--- src/rtl/offset_config_loader_if.sv ---
// Bundles the configuration stream, the pipeline write request and the shared
// Addressing write port seen by offset_config_loader.
interface offset_config_loader_if #(
  parameter int WRITE_WORD_WIDTH   = 36,
  parameter int WRITE_ADDR_WIDTH   = 12,
  parameter int THREAD_COUNT_WIDTH = 3
);
  logic                          start;
  logic [THREAD_COUNT_WIDTH-1:0] current_thread;
  logic [WRITE_WORD_WIDTH-1:0]   cfg_data;
  logic                          cfg_valid;
  logic                          cfg_ready;
  logic [WRITE_ADDR_WIDTH-1:0]   pipe_write_addr;
  logic [WRITE_WORD_WIDTH-1:0]   pipe_write_data;
  logic                          pipe_write_valid;
  logic [WRITE_ADDR_WIDTH-1:0]   write_addr;
  logic [WRITE_WORD_WIDTH-1:0]   write_data;
  logic                          write_valid;
  logic                          write_is_loader;
  logic                          busy;
  logic                          done;

  modport master (
    output start, current_thread, cfg_data, cfg_valid,
           pipe_write_addr, pipe_write_data, pipe_write_valid,
    input  cfg_ready, write_addr, write_data, write_valid, write_is_loader,
           busy, done
  );

  modport slave (
    input  start, current_thread, cfg_data, cfg_valid,
           pipe_write_addr, pipe_write_data, pipe_write_valid,
    output cfg_ready, write_addr, write_data, write_valid, write_is_loader,
           busy, done
  );
endinterface

--- src/rtl/offset_config_loader.sv ---
// Streams PO/DO configuration words into the Addressing write port, one word
// per owning-thread slot, always yielding the port to pipeline writes.
module offset_config_loader #(
  parameter int WRITE_WORD_WIDTH   = 36,
  parameter int WRITE_ADDR_WIDTH   = 12,
  parameter int THREAD_COUNT       = 8,
  parameter int THREAD_COUNT_WIDTH = 3,
  parameter int PO_ENTRY_COUNT     = 4,
  parameter int PO_ENTRY_WIDTH     = 2,
  parameter int A_PO_ADDR_BASE     = 0,
  parameter int B_PO_ADDR_BASE     = 0,
  parameter int DA_PO_ADDR_BASE    = 0,
  parameter int DB_PO_ADDR_BASE    = 0,
  parameter int DO_ADDR            = 0
) (
  input  logic                  clock,
  input  logic                  reset,
  offset_config_loader_if.slave bus
);

  typedef enum logic [1:0] {
    S_IDLE,
    S_FETCH,
    S_SLOT,
    S_DONE
  } state_t;

  // Operand phases 0..3 are A, B, DA, DB; phase 4 is the single DO word.
  localparam logic [2:0] OPER_DO = 3'd4;
  localparam logic [PO_ENTRY_WIDTH-1:0] LAST_ENTRY =
    PO_ENTRY_WIDTH'(PO_ENTRY_COUNT - 1);
  localparam logic [THREAD_COUNT_WIDTH-1:0] LAST_THREAD =
    THREAD_COUNT_WIDTH'(THREAD_COUNT - 1);

  state_t                        state_q, state_d;
  logic [THREAD_COUNT_WIDTH-1:0] thread_q, thread_d;
  logic [PO_ENTRY_WIDTH-1:0]     entry_q, entry_d;
  logic [2:0]                    oper_q, oper_d;
  logic [WRITE_WORD_WIDTH-1:0]   word_q, word_d;
  logic [WRITE_ADDR_WIDTH-1:0]   waddr_q, waddr_d;
  logic [WRITE_WORD_WIDTH-1:0]   wdata_q, wdata_d;
  logic                          wvalid_q, wvalid_d;
  logic                          wloader_q, wloader_d;
  logic                          issue;
  logic [WRITE_ADDR_WIDTH-1:0]   loader_addr;

  always_comb begin
    case (oper_q)
      3'd0:    loader_addr = WRITE_ADDR_WIDTH'(A_PO_ADDR_BASE)  + WRITE_ADDR_WIDTH'(entry_q);
      3'd1:    loader_addr = WRITE_ADDR_WIDTH'(B_PO_ADDR_BASE)  + WRITE_ADDR_WIDTH'(entry_q);
      3'd2:    loader_addr = WRITE_ADDR_WIDTH'(DA_PO_ADDR_BASE) + WRITE_ADDR_WIDTH'(entry_q);
      3'd3:    loader_addr = WRITE_ADDR_WIDTH'(DB_PO_ADDR_BASE) + WRITE_ADDR_WIDTH'(entry_q);
      default: loader_addr = WRITE_ADDR_WIDTH'(DO_ADDR);
    endcase
  end

  always_comb begin
    state_d  = state_q;
    thread_d = thread_q;
    entry_d  = entry_q;
    oper_d   = oper_q;
    word_d   = word_q;
    issue    = 1'b0;
    case (state_q)
      S_IDLE: begin
        if (bus.start) begin
          state_d  = S_FETCH;
          thread_d = '0;
          entry_d  = '0;
          oper_d   = '0;
        end
      end
      S_FETCH: begin
        if (bus.cfg_valid) begin
          word_d  = bus.cfg_data;
          state_d = S_SLOT;
        end
      end
      S_SLOT: begin
        // A pipeline write in our slot simply pushes us to the next round.
        if ((bus.current_thread == thread_q) && !bus.pipe_write_valid) begin
          issue   = 1'b1;
          state_d = S_FETCH;
          if (oper_q == OPER_DO) begin
            oper_d  = '0;
            entry_d = '0;
            if (thread_q == LAST_THREAD) begin
              thread_d = '0;
              state_d  = S_DONE;
            end else begin
              thread_d = thread_q + 1'b1;
            end
          end else if (entry_q == LAST_ENTRY) begin
            entry_d = '0;
            oper_d  = oper_q + 3'd1;
          end else begin
            entry_d = entry_q + 1'b1;
          end
        end
      end
      S_DONE:  state_d = S_IDLE;
      default: state_d = S_IDLE;
    endcase
  end

  // Shared write port: pipeline first, loader second, otherwise hold addr/data.
  always_comb begin
    waddr_d   = waddr_q;
    wdata_d   = wdata_q;
    wvalid_d  = 1'b0;
    wloader_d = 1'b0;
    if (bus.pipe_write_valid) begin
      waddr_d  = bus.pipe_write_addr;
      wdata_d  = bus.pipe_write_data;
      wvalid_d = 1'b1;
    end else if (issue) begin
      waddr_d   = loader_addr;
      wdata_d   = word_q;
      wvalid_d  = 1'b1;
      wloader_d = 1'b1;
    end
  end

  always_ff @(posedge clock or posedge reset) begin
    if (reset) begin
      state_q   <= S_IDLE;
      thread_q  <= '0;
      entry_q   <= '0;
      oper_q    <= '0;
      waddr_q   <= '0;
      wdata_q   <= '0;
      wvalid_q  <= 1'b0;
      wloader_q <= 1'b0;
    end else begin
      state_q   <= state_d;
      thread_q  <= thread_d;
      entry_q   <= entry_d;
      oper_q    <= oper_d;
      waddr_q   <= waddr_d;
      wdata_q   <= wdata_d;
      wvalid_q  <= wvalid_d;
      wloader_q <= wloader_d;
    end
  end

  // The buffered word is only read after a fresh handshake, so it needs no reset.
  always_ff @(posedge clock) begin
    word_q <= word_d;
  end

  assign bus.cfg_ready       = (state_q == S_FETCH);
  assign bus.busy            = (state_q != S_IDLE);
  assign bus.done            = (state_q == S_DONE);
  assign bus.write_addr      = waddr_q;
  assign bus.write_data      = wdata_q;
  assign bus.write_valid     = wvalid_q;
  assign bus.write_is_loader = wloader_q;

endmodule

--- src/flat_wrapper.sv ---
// flat-port wrapper written by rule: the top's interface ports become plain ports
module offset_config_loader_flat 
#(
  parameter int WRITE_WORD_WIDTH   = 36,
  parameter int WRITE_ADDR_WIDTH   = 12,
  parameter int THREAD_COUNT       = 8,
  parameter int THREAD_COUNT_WIDTH = 3,
  parameter int PO_ENTRY_COUNT     = 4,
  parameter int PO_ENTRY_WIDTH     = 2,
  parameter int A_PO_ADDR_BASE     = 0,
  parameter int B_PO_ADDR_BASE     = 0,
  parameter int DA_PO_ADDR_BASE    = 0,
  parameter int DB_PO_ADDR_BASE    = 0,
  parameter int DO_ADDR            = 0
)
  (clock, reset, bus_start, bus_current_thread, bus_cfg_data, bus_cfg_valid, bus_pipe_write_addr, bus_pipe_write_data, bus_pipe_write_valid, bus_cfg_ready, bus_write_addr, bus_write_data, bus_write_valid, bus_write_is_loader, bus_busy, bus_done);
  offset_config_loader_if #(.WRITE_WORD_WIDTH(WRITE_WORD_WIDTH), .WRITE_ADDR_WIDTH(WRITE_ADDR_WIDTH), .THREAD_COUNT_WIDTH(THREAD_COUNT_WIDTH)) bus_i ();
  input  logic clock;
  input  logic reset;
  input wire logic [$bits(bus_i.start)-1:0] bus_start;
  input wire logic [$bits(bus_i.current_thread)-1:0] bus_current_thread;
  input wire logic [$bits(bus_i.cfg_data)-1:0] bus_cfg_data;
  input wire logic [$bits(bus_i.cfg_valid)-1:0] bus_cfg_valid;
  input wire logic [$bits(bus_i.pipe_write_addr)-1:0] bus_pipe_write_addr;
  input wire logic [$bits(bus_i.pipe_write_data)-1:0] bus_pipe_write_data;
  input wire logic [$bits(bus_i.pipe_write_valid)-1:0] bus_pipe_write_valid;
  output wire logic [$bits(bus_i.cfg_ready)-1:0] bus_cfg_ready;
  output wire logic [$bits(bus_i.write_addr)-1:0] bus_write_addr;
  output wire logic [$bits(bus_i.write_data)-1:0] bus_write_data;
  output wire logic [$bits(bus_i.write_valid)-1:0] bus_write_valid;
  output wire logic [$bits(bus_i.write_is_loader)-1:0] bus_write_is_loader;
  output wire logic [$bits(bus_i.busy)-1:0] bus_busy;
  output wire logic [$bits(bus_i.done)-1:0] bus_done;
  assign bus_i.start = bus_start;
  assign bus_i.current_thread = bus_current_thread;
  assign bus_i.cfg_data = bus_cfg_data;
  assign bus_i.cfg_valid = bus_cfg_valid;
  assign bus_i.pipe_write_addr = bus_pipe_write_addr;
  assign bus_i.pipe_write_data = bus_pipe_write_data;
  assign bus_i.pipe_write_valid = bus_pipe_write_valid;
  assign bus_cfg_ready = bus_i.cfg_ready;
  assign bus_write_addr = bus_i.write_addr;
  assign bus_write_data = bus_i.write_data;
  assign bus_write_valid = bus_i.write_valid;
  assign bus_write_is_loader = bus_i.write_is_loader;
  assign bus_busy = bus_i.busy;
  assign bus_done = bus_i.done;
  offset_config_loader #(.WRITE_WORD_WIDTH(WRITE_WORD_WIDTH), .WRITE_ADDR_WIDTH(WRITE_ADDR_WIDTH), .THREAD_COUNT(THREAD_COUNT), .THREAD_COUNT_WIDTH(THREAD_COUNT_WIDTH), .PO_ENTRY_COUNT(PO_ENTRY_COUNT), .PO_ENTRY_WIDTH(PO_ENTRY_WIDTH), .A_PO_ADDR_BASE(A_PO_ADDR_BASE), .B_PO_ADDR_BASE(B_PO_ADDR_BASE), .DA_PO_ADDR_BASE(DA_PO_ADDR_BASE), .DB_PO_ADDR_BASE(DB_PO_ADDR_BASE), .DO_ADDR(DO_ADDR)) u_core (.clock(clock), .reset(reset), .bus(bus_i));
endmodule
--- config.mk ---
export PLATFORM = sky130hd
export DESIGN_NAME = offset_config_loader_flat
export DESIGN_NICKNAME = d
export VERILOG_FILES = /design/src/rtl/offset_config_loader_if.sv /design/src/rtl/offset_config_loader.sv /design/src/flat_wrapper.sv
export SDC_FILE = /design/constraint.sdc
export NUM_CORES = 1
export LEC_CHECK = 0
export CELL_PAD_IN_SITES_DETAIL_PLACEMENT = 1
export CELL_PAD_IN_SITES_GLOBAL_PLACEMENT = 2
export CORE_MARGIN = 2
export CORE_UTILIZATION = 41
export DETAILED_ROUTE_END_ITERATION = 7
export DONT_BUFFER_PORTS = 1
export PLACE_DENSITY_LB_ADDON = 0.1
export REMOVE_ABC_BUFFERS = 1
export SLEW_MARGIN = 30
export SYNTH_ARGS = -nofsm -noshare
export SYNTH_HDL_FRONTEND = slang
export SYNTH_SLANG_ARGS = --single-unit
--- constraint.sdc ---
create_clock -name clock -period 3.1 [get_ports clock]
set_input_delay 0.62 -clock clock [delete_from_list [all_inputs] [get_ports clock]]
set_output_delay 0.62 -clock clock [all_outputs]
set_load 0.005 [all_outputs]
======== Word level (Yosys, flattened, before mapping) ========
Cells that the tools add are included.
storage, ports and cells
  memories ................................ 0
  RAM bits ................................ 0
  flip-flop bits (word level) ............. 96
  bits in read-only memories .............. 0
  bits of input ports ..................... 92
  output and inout port bits .............. 53
  latch bits .............................. 0
cells by class
  shift operators ......................... 0
  mux-type cells .......................... 30
  multiply operators ...................... 0
  $add $sub $neg .......................... 3
  reduce and logical (&&, ||, !) cells .... 13
  $lt $le $gt $ge ......................... 0
  div/mod/pow operators ................... 0
  equal/unequal tests ..................... 15
  bitwise operators ....................... 0
operators by type and width
  operator                                                          number
  36-bit two-way mux                                                2
  12-bit two-way mux                                                2
  3-bit two-way mux                                                 7
  2-bit two-way mux                                                 10
  3-bit one-hot mux with 2 select lines                             2
  2-bit one-hot mux with 4 select lines                             1
  4-bit AND reduction                                               2
  3-bit by 1-bit adder with 3-bit output (second input constant)    2
  2-bit == test (second input constant)                             3
  3-bit by 2-bit == test with 1-bit output (second input constant)  2
  3-bit == test (second input constant)                             2
  3-bit AND reduction                                               2
  2-bit nonzero test                                                3
  1-bit two-way mux                                                 5
  2-bit by 1-bit != test with 1-bit output (second input constant)  2
  2-bit != test (second input constant)                             2
  2-bit one-hot mux with 2 select lines                             1
  4-bit OR reduction                                                1
  3-bit by 1-bit == test with 1-bit output (second input constant)  1
  3-bit == test                                                     1
  3-bit logical NOT                                                 1
  3-bit by 1-bit != test with 1-bit output (second input constant)  1
  2-bit by 1-bit adder with 2-bit output (second input constant)    1
  2-bit by 1-bit == test with 1-bit output (second input constant)  1
  other kinds (4)                                                   4

======== Longest topological paths before layout ========
Gate-level depths: netlist of run 1.
  depth in word-level cells ............... 6
  mapped depth ............................ 7
  gate-level depth less buffers ........... 5

======== Least setup slack after synthesis of run 1 ========
Ideal clock, no wire load.
  kind .................................... input-to-reg
  start ................................... input bus_pipe_write_valid
  end ..................................... register u_core.oper_q[1]
  buffers on the path ..................... 2
  arrival ................................. 1.887 ns
  setup time .............................. 0.126 ns
  required time ........................... 2.974 ns
  cell stages on the path ................. 6
  setup slack ............................. 1.087 ns
  cells stage by stage .................... buf_2 -> or3b_4 -> nor4_4 -> buf_6 -> nor2_2 -> a221o_1
on the way
  word-level cells in the longest chain between the ends .. 4
ends and longest elaborated chain
  what                                                line                         text
  start, declared                                     flat_wrapper.sv:26           input wire logic [$bits(bus_i.pipe_write_valid)-1:0] bus_pipe_write_valid;
  1-bit logical NOT                                   offset_config_loader.sv:81   if ((bus.current_thread == thread_q) && !bus.pipe_write_valid) begin
  1-bit logical AND                                   offset_config_loader.sv:81
  2-bit by 1-bit != test with 1-bit output (no line)  -
  4-bit AND reduction (no line)                       -
  end signal, assigned                                offset_config_loader.sv:138  oper_q <= oper_d;
  end, declared                                       offset_config_loader.sv:38   logic [2:0] oper_q, oper_d;
No other way between the ends.
A chain may end at the register's enable or synchronous reset.

======== Worst setup path after layout of run 1 ========
  start ................................... register u_core.state_q[1]
  end ..................................... register u_core.oper_q[2]
on the way
  word-level cells in the longest chain between the ends .. 3
ends and longest elaborated chain
  what                                                                        line                         text
  start, declared                                                             offset_config_loader.sv:35   state_t state_q, state_d;
  start signal, assigned                                                      offset_config_loader.sv:135  state_q <= state_d;
  2-bit == test / 2-bit logical NOT (equally long branches)                   offset_config_loader.sv:64   case (state_q)
  3-bit by 1-bit != test with 1-bit output (no line) (tied with other cells)  -
  4-bit AND reduction (no line)                                               -
Parallel ways exist; a longest one is shown, timed or not.

==> results of run 1 <==
## registers in the layout, indices dropped and copies added, names as in the netlist
register / flops
u_core.bus.write_addr: 12
u_core.bus.write_data: 36
u_core.bus.write_is_loader: 1
u_core.bus.write_valid: 1
u_core.entry_q: 2
u_core.oper_q: 3
u_core.state_q: 2
u_core.thread_q: 3
u_core.word_q: 36
## final timing paths
check	from	endpoint	slack (ps)	depth (start not counted)
worst max-delay path	u_core.state_q[1]	u_core.oper_q[2]	1090	5
worst min-delay path	reset	u_core.bus.write_data[19]	200	1
worst max register to register	u_core.state_q[1]	u_core.oper_q[2]	1090	5
worst min register to register	u_core.word_q[25]	u_core.bus.write_data[25]	480	2
max in group asynchronous	reset	u_core.bus.write_data[32]	2260	2
min in group clock	bus_cfg_data[28]	u_core.word_q[28]	350	0
## cell usage in the layout (no fill, tap or decap), types with 3 or more instances in the layout
cell      count
o21ai_0      13
clkbuf_8      9
nand3b_1      3
ha_1          5
o311ai_0     38
inv_1        44
dfrtp_1      60
edfxtp_1     36
nand2b_1     11
a31oi_1       5
nor3_1        3
xor2_1        3
nand2_1      86
buf_4         4
## area by class of cell
cell class / count / area, µm²
repair buffers: 5 / 50.0
clock buffers: 11 / 131
clock inverters: 5 / 81.3
flip-flops and latches: 96 / 2580
well taps: 129 / 161
fillers: 1023 / 5030
multi-input cells: 187 / 1120
inverters: 45 / 169
## cells by family after synthesis
logic type	share of synthesized area (%)
and+or+nand+nor	13.1
AOI/OAI and AO/OA	12.1
adders and majority gates	1.57
muxes	0.567
buffers and inverters	6.96
DFF	65.0
xor gates and xnor gates	0.661
## power by group through the flow
| stage | logic, mW | clock network [mW] | registers, mW |
|---|---|---|---|
| after floorplan | 0.243 | 0 | 1.61 |
| after global placement | 0.319 | 0 | 1.65 |
| after detailed placement | 0.332 | 0 | 1.65 |
| after CTS | 0.336 | 0.915 | 1.63 |
| after global routing | 0.373 | 0.978 | 1.64 |
| final | 0.324 | 0.896 | 1.62 |
## layer usage
metal	share of wire [%]	global-route usage, %	vias to the layer above
met3	9.4	7.46	6
li1	-	-	1186
met4	0.83	3.69	0
met5	0	0	-
met1	44	23.1	1256
met2	46	26.3	90
## stage by stage
stage	util [%]	TNS [ps]	area, µm²	setup WS [ps]
after floorplan	-	-15830	3870	-607
after global routing	46.0	0	4290	885
final	46.0	0	4290	1090
after CTS	46.0	0	4290	1030
after global placement	43.7	0	4080	987
after detailed placement	43.7	0	4080	931
==> key figures, run 1 <==
Global routing
  • Sum of overflow across all layers after global routing: 0
  • Pin count of the biggest net entering global routing: 100
  • All-layer global routing usage: 17.3%
  • Number of antenna violations at the first check in global routing: 0
  • Number of global-route vias before repair: 2544
  • First-pass GRT wire length: 13600 µm

Clock network
  • Hold buffer count at cts: 0
  • Sinks on the clock net: 96
  • Count of buffers added by post-CTS timing repair for setup: 0
  • Insertion delay to the later sink of the worst-skew pair: 360 ps
  • CTS tree: built
  • Number of H-tree levels: 3
  • Maximum clock path buffer count: 2
  • Cts repair resizes: 0
  • Clock Root Buffer: clkbuf_8
  • TritonCTS buffer count: 9
  • Clock input transition at the sequential cells of the worst setup and hold paths: 100 ps

Floorplanning
  • Core Rows: 35
  • Core Footprint: 9330 µm²
  • Effective utilization at floorplan: 42.6%
  • Die Outline Area: 10500 µm²
  • Die height: 102 µm
  • Horizontal die dimension: 102 µm
  • # IOs: 145

Placed design
  • Port Buf Inserts: 0
  • RePlAce Congestion: 0.702
  • Instance count after placement with tap cells included: 462
  • DP HPWL: 6040 µm

Logic synthesis
  • Share of async-settable or async-resettable flops after synthesis: 62.5%
  • Post-synthesis instance total: 350
  • Post-synthesis cell type count: 30
  • Post-synthesis sequential area ratio: 65.0%
  • Count of flip-flops with a built-in enable after synthesis: 36
  • Most instantiated cells after synthesis: 86 x nand2_1, 60 x dfrtp_1, 45 x inv_1, 38 x o311ai_0, 36 x edfxtp_1
  • Post-Syn Area: 3980 µm²
  • Post-synth top area cell: dfrtp_1
  • Post-Syn Area per Cell: 11.4 µm²
  • Dominant cell by count in the synthesized netlist: nand2_1
  • Dominant register cell in the synthesized netlist: dfrtp_1
  • Cell types occupying the most area after synthesis: dfrtp_1 38%, edfxtp_1 27%, o311ai_0 8.4%
  • Register bit count reported by yosys: 96
  • Fraction of post-synthesis cell area in the top cell type by area: 37.8%
  • Number of warning messages in the yosys log: 0

STA
  • Max Clk Rate: 0.497 GHz
  • Worst clock skew on the final layout: 18.5 ps
  • Number of pins with negative max-slew slack in the final report: 0
  • Pin slew with the least headroom to its limit: 631 ps
  • Final period utilization: 64.9%
  • Post-layout min period: 2010 ps
  • WHS: 203 ps
  • Max-slew headroom: 57.8%
  • Count of endpoints failing setup in the final report: 0
  • Setup repair after global routing missed its margin: false
  • Final hold violation count: 0

Routing
  • Remaining number of nets flagged by the antenna check after routing: 0
  • Post-detailed-routing wire length: 8970 µm
  • Routed length per placed instance: 18.8 µm
  • Via count: 2538
  • DRC viols: 0
  • TritonRoute pass-1 iters: 4
  • Detailed Route Iter0 Violations: 71
  • Vias per Instance: 5.31

Cells and area
  • Signed area change from the synthesized netlist to the final layout: 8.00%
  • Share of post-route cells with drive strength above 1: 8.02%
  • # diodes: 0
  • Finished Layout Cells: 478
  • Final-stage net count: 441

Pwr
  • Total Power Consumption: 2.84 mW
  • Combinational share of power: 11.4%
  • Switch share: 26.6%
  • Part of the total power dissipated in the clock network: 31.5%
  • PwrDens: 662 nW/µm²
  • Cell-internal power: 2.09 mW
  • Switch Pwr: 0.755 mW
  • Peak supply drop: 0.000242 V
  • Reg power frac: 57.1%
  • Leak Pwr: 1.74 nW

Worst setup path
  • Endpoint arrival time on the critical path: 2290 ps
  • Cell with the biggest individual delay on the critical path: dfrtp_1
  • Crit-path max FO: 50
  • Critical path buffer and inverter count: 1
  • Crit-path most repeated cell: a31oi_1
  • Category of cells accounting for the largest share of critical-path delay: simple AND/OR/NAND/NOR gates
  • Data required time of the worst path: 3380 ps
  • Crit start category: register
  • Maximum single-stage delay on the critical path: 470 ps
  • Category of the most critical setup path: register to register
  • Worst setup EP type: register
  • List of cells traversed by the critical path: or3b_4 -> nor4_4 -> buf_4 -> a31oi_1 -> a31oi_1

Hold path
  • Hold/Removal Path Class: primary input to async pin

Status
  • Run status: complete, no violations

Run
  • Number of max-cap violations: 0
(Power assumes the default switching activity.)
==> run 2, diff against run 1 <==
--- a/config.mk
+++ b/config.mk
@@ -8,7 +8,7 @@
 export CELL_PAD_IN_SITES_DETAIL_PLACEMENT = 1
 export CELL_PAD_IN_SITES_GLOBAL_PLACEMENT = 2
 export CORE_MARGIN = 2
-export CORE_UTILIZATION = 41
+export CORE_UTILIZATION = 38
 export DETAILED_ROUTE_END_ITERATION = 7
 export DONT_BUFFER_PORTS = 1
 export PLACE_DENSITY_LB_ADDON = 0.1
==> constraint.sdc (replaced) <==
create_clock -name clock -period 2 [get_ports clock]
set_input_delay 0.4 -clock clock [delete_from_list [all_inputs] [get_ports clock]]
set_output_delay 0.4 -clock clock [all_outputs]
set_load 0.005 [all_outputs]
==> run 2 against run 1 <==
Die area rose by 7.6%. Final cell count increased by 2.9%. Fmax increased by 6.1%. Sequential power increased by 55%. Largest power group unchanged.
==> key figures, run 2 (synthesis results as in run 1) <==
Pwr
  • Leak Pwr: 1.79 nW (+2.9%)
  • Combinational share of power: 12.0% (+0.6 points)
  • Reg power frac: 57.0% (about the same)
  • Part of the total power dissipated in the clock network: 31.0% (-0.5 points)
  • PwrDens: 1000 nW/µm² (+52%)
  • Peak supply drop: 0.000453 V (+88%)
  • Cell-internal power: 3.24 mW (+55%)
  • Switch Pwr: 1.18 mW (+56%)
  • Switch share: 26.7% (+0.12 points)

Placed design
  • RePlAce Congestion: 0.801 (+14%)
  • Port Buf Inserts: 0 (unchanged)
  • DP HPWL: 6440 µm (+6.5%)
  • Post-Place Cell Area: 4140 µm² (+1.4%)

Global routing
  • First-pass GRT wire length: 14700 µm (+8.4%)
  • Sum of overflow across all layers after global routing: 0 (unchanged)
  • Pin count of the biggest net entering global routing: 100 (unchanged)
  • All-layer global routing usage: 17.1% (-0.15 points)
  • Number of global-route vias before repair: 2718 (+6.8%)
  • Number of antenna violations at the first check in global routing: 0 (unchanged)

Clock network
  • Sinks on the clock net: 96 (unchanged)
  • Number of H-tree levels: 3 (unchanged)
  • Insertion delay to the later sink of the worst-skew pair: 350 ps (about the same)
  • Maximum clock path buffer count: 2 (unchanged)
  • Clock Root Buffer: clkbuf_8
  • Clock input transition at the sequential cells of the worst setup and hold paths: 90 ps (about the same)
  • TritonCTS buffer count: 9 (unchanged)
  • Cts repair resizes: 0 (unchanged)
  • CTS tree: built

Cells and area
  • Share of post-route cells with drive strength above 1: 9.83% (+1.8 points)
  • Commonest non-fill, non-tap cell in the layout: nand2_1
  • Signed area change from the synthesized netlist to the final layout: 10.6%
  • Combined area of the multi-input logic cells: 1120 µm² (unchanged)
  • Most frequent cells in the layout: 86 x nand2_1, 60 x dfrtp_1, 44 x inv_1, 38 x o311ai_0, 36 x edfxtp_1
  • Fill cells: 1116 (+9.1%)
  • Final-stage net count: 448 (+1.6%)
  • Area of all placed cells without fillers: 4400 µm² (+2.4%)
  • Combined flip-flop and latch cell area: 2580 µm² (unchanged)
  • # diodes: 0 (unchanged)

Floorplanning
  • Horizontal die dimension: 106 µm (+3.7%)
  • Core Rows: 37 (+5.7%)
  • Die Outline Area: 11300 µm² (+7.6%)
  • # IOs: 145 (unchanged)
  • Core Footprint: 10200 µm² (+9.7%)
  • Effective utilization at floorplan: 38.9% (-3.8 points)
  • Die height: 106 µm (+3.7%)

STA
  • Final period utilization: 94.9% (+30 points)
  • Max-slew headroom: 64.2% (+6.4 points)
  • Number of pins with negative max-slew slack in the final report: 0 (unchanged)
  • Final hold violation count: 0 (unchanged)
  • Worst clock skew on the final layout: 5.77 ps (-12.8 ps)
  • Post-layout min period: 1900 ps (-116 ps)
  • Count of endpoints failing setup in the final report: 0 (unchanged)
  • Aggregate negative setup slack: 0 ps (unchanged)
  • Max Clk Rate: 0.527 GHz (+6.1%)
  • Pin slew with the least headroom to its limit: 536 ps (-95.4 ps)
  • WHS: 133 ps (-69.5 ps)

Worst setup path
  • Endpoint arrival time on the critical path: 2140 ps (-150 ps)
  • Critical path buffer and inverter count: 1 (unchanged)
  • Data required time of the worst path: 2240 ps (-1140 ps)
  • Crit-path max FO: 24 (-52%)
  • Maximum single-stage delay on the critical path: 450 ps (-20 ps)
  • Category of cells accounting for the largest share of critical-path delay: simple AND/OR/NAND/NOR gates
  • Total stage count of the critical path: 5 (unchanged)
  • List of cells traversed by the critical path: or3b_4 -> nor4_4 -> buf_12 -> o21ai_0 -> a32o_1
  • Category of the most critical setup path: register to register
  • Crit start category: register
  • R2r worst-path depth: 5 (unchanged)
  • Cell with the biggest individual delay on the critical path: dfrtp_1
  • Worst setup EP type: register

Routing
  • Routed length per placed instance: 19.1 µm (+1.7%)
  • Via count: 2532 (-0.24%)
  • Remaining number of nets flagged by the antenna check after routing: 0 (unchanged)
  • Post-route met1 wirelength: 3890 µm (-1.2%)
  • Routed length on met2: 4540 µm (+10%)
  • Routed length on met3: 887 µm (+5.1%)
  • Detailed Route Iter0 Violations: 99 (+39%)
  • Post-detailed-routing wire length: 9390 µm (+4.7%)
  • DRC viols: 0 (unchanged)
  • TritonRoute pass-1 iters: 4 (unchanged)
  • Vias per Instance: 5.15 (-3.1%)
  • Highest metal layer with signal wires: met4

Hold path
  • Hold/Removal Path Class: primary input to register
  • Hold Path Depth: 0

Status
  • Run status: complete, no violations

Run
  • Number of max-cap violations: 0 (unchanged)
-- run 2: metal layers --
metal,track usage [%],up-vias
met5,0,-
met4,5.73,0
met3,7.42,6
met2,27.1,93
met1,21.0,1231
li1,-,1202
-- run 2: path summary, 6_finish.rpt --
path / start / to / slack (ps)
max in group asynchronous: reset / u_core.bus.write_data[35] / 920
setup / recovery: u_core.state_q[1] / u_core.thread_q[1] / 100
hold / removal: bus_cfg_data[19] / u_core.word_q[19] / 130
setup reg to reg: u_core.state_q[1] / u_core.thread_q[1] / 100
hold reg to reg: u_core.word_q[33] / u_core.bus.write_data[33] / 480
min in group asynchronous: reset / u_core.bus.write_data[23] / 540
-- run 2: per-stage QoR --
stage	std cells	setup WS (ps)	total power, mW	utilization, %
after floorplan	328	-1500	2.88	-
after global placement	472	165	3.06	40.4
after detailed placement	472	91.8	3.09	40.4
after CTS	489	64.4	4.48	42.6
after global routing	492	-3.19	4.66	43.0
final	492	102	4.41	43.0
-- run 2: cell type report --
| cell class | instances | area share, % |
|---|---|---|
| sequential | 96 | 58.7 |
| multi-input combinational | 187 | 25.4 |
| tap | 136 | 3.87 |
| inverter | 45 | 3.84 |
| timing repair buffer | 12 | 3.36 |
| clock buffer | 9 | 2.82 |
| clock inverter | 7 | 1.96 |
-- run 2: power groups by stage --
stage / logic, mW / registers, mW / clock network (mW)
floorplan: 0.376 / 2.50 / 0
detailed placement: 0.534 / 2.56 / 0
finish: 0.530 / 2.51 / 1.37
CTS: 0.537 / 2.52 / 1.42
global placement: 0.516 / 2.55 / 0
global route: 0.616 / 2.55 / 1.49
-- run 2: what timing repair did --
item                       in CTS  in global routing
setup endpoints to repair       0                 10
hold buffers                    1                  0
setup buffers                   0                  2
hold endpoints to repair       19                  0
-- run 2: worst register-to-register path, cell delays in order, from the launching register on --
cell and delay, ps:
dfrtp_1 450, or3b_4 420, nor4_4 290, buf_12 220, o21ai_0 160, a32o_1 250
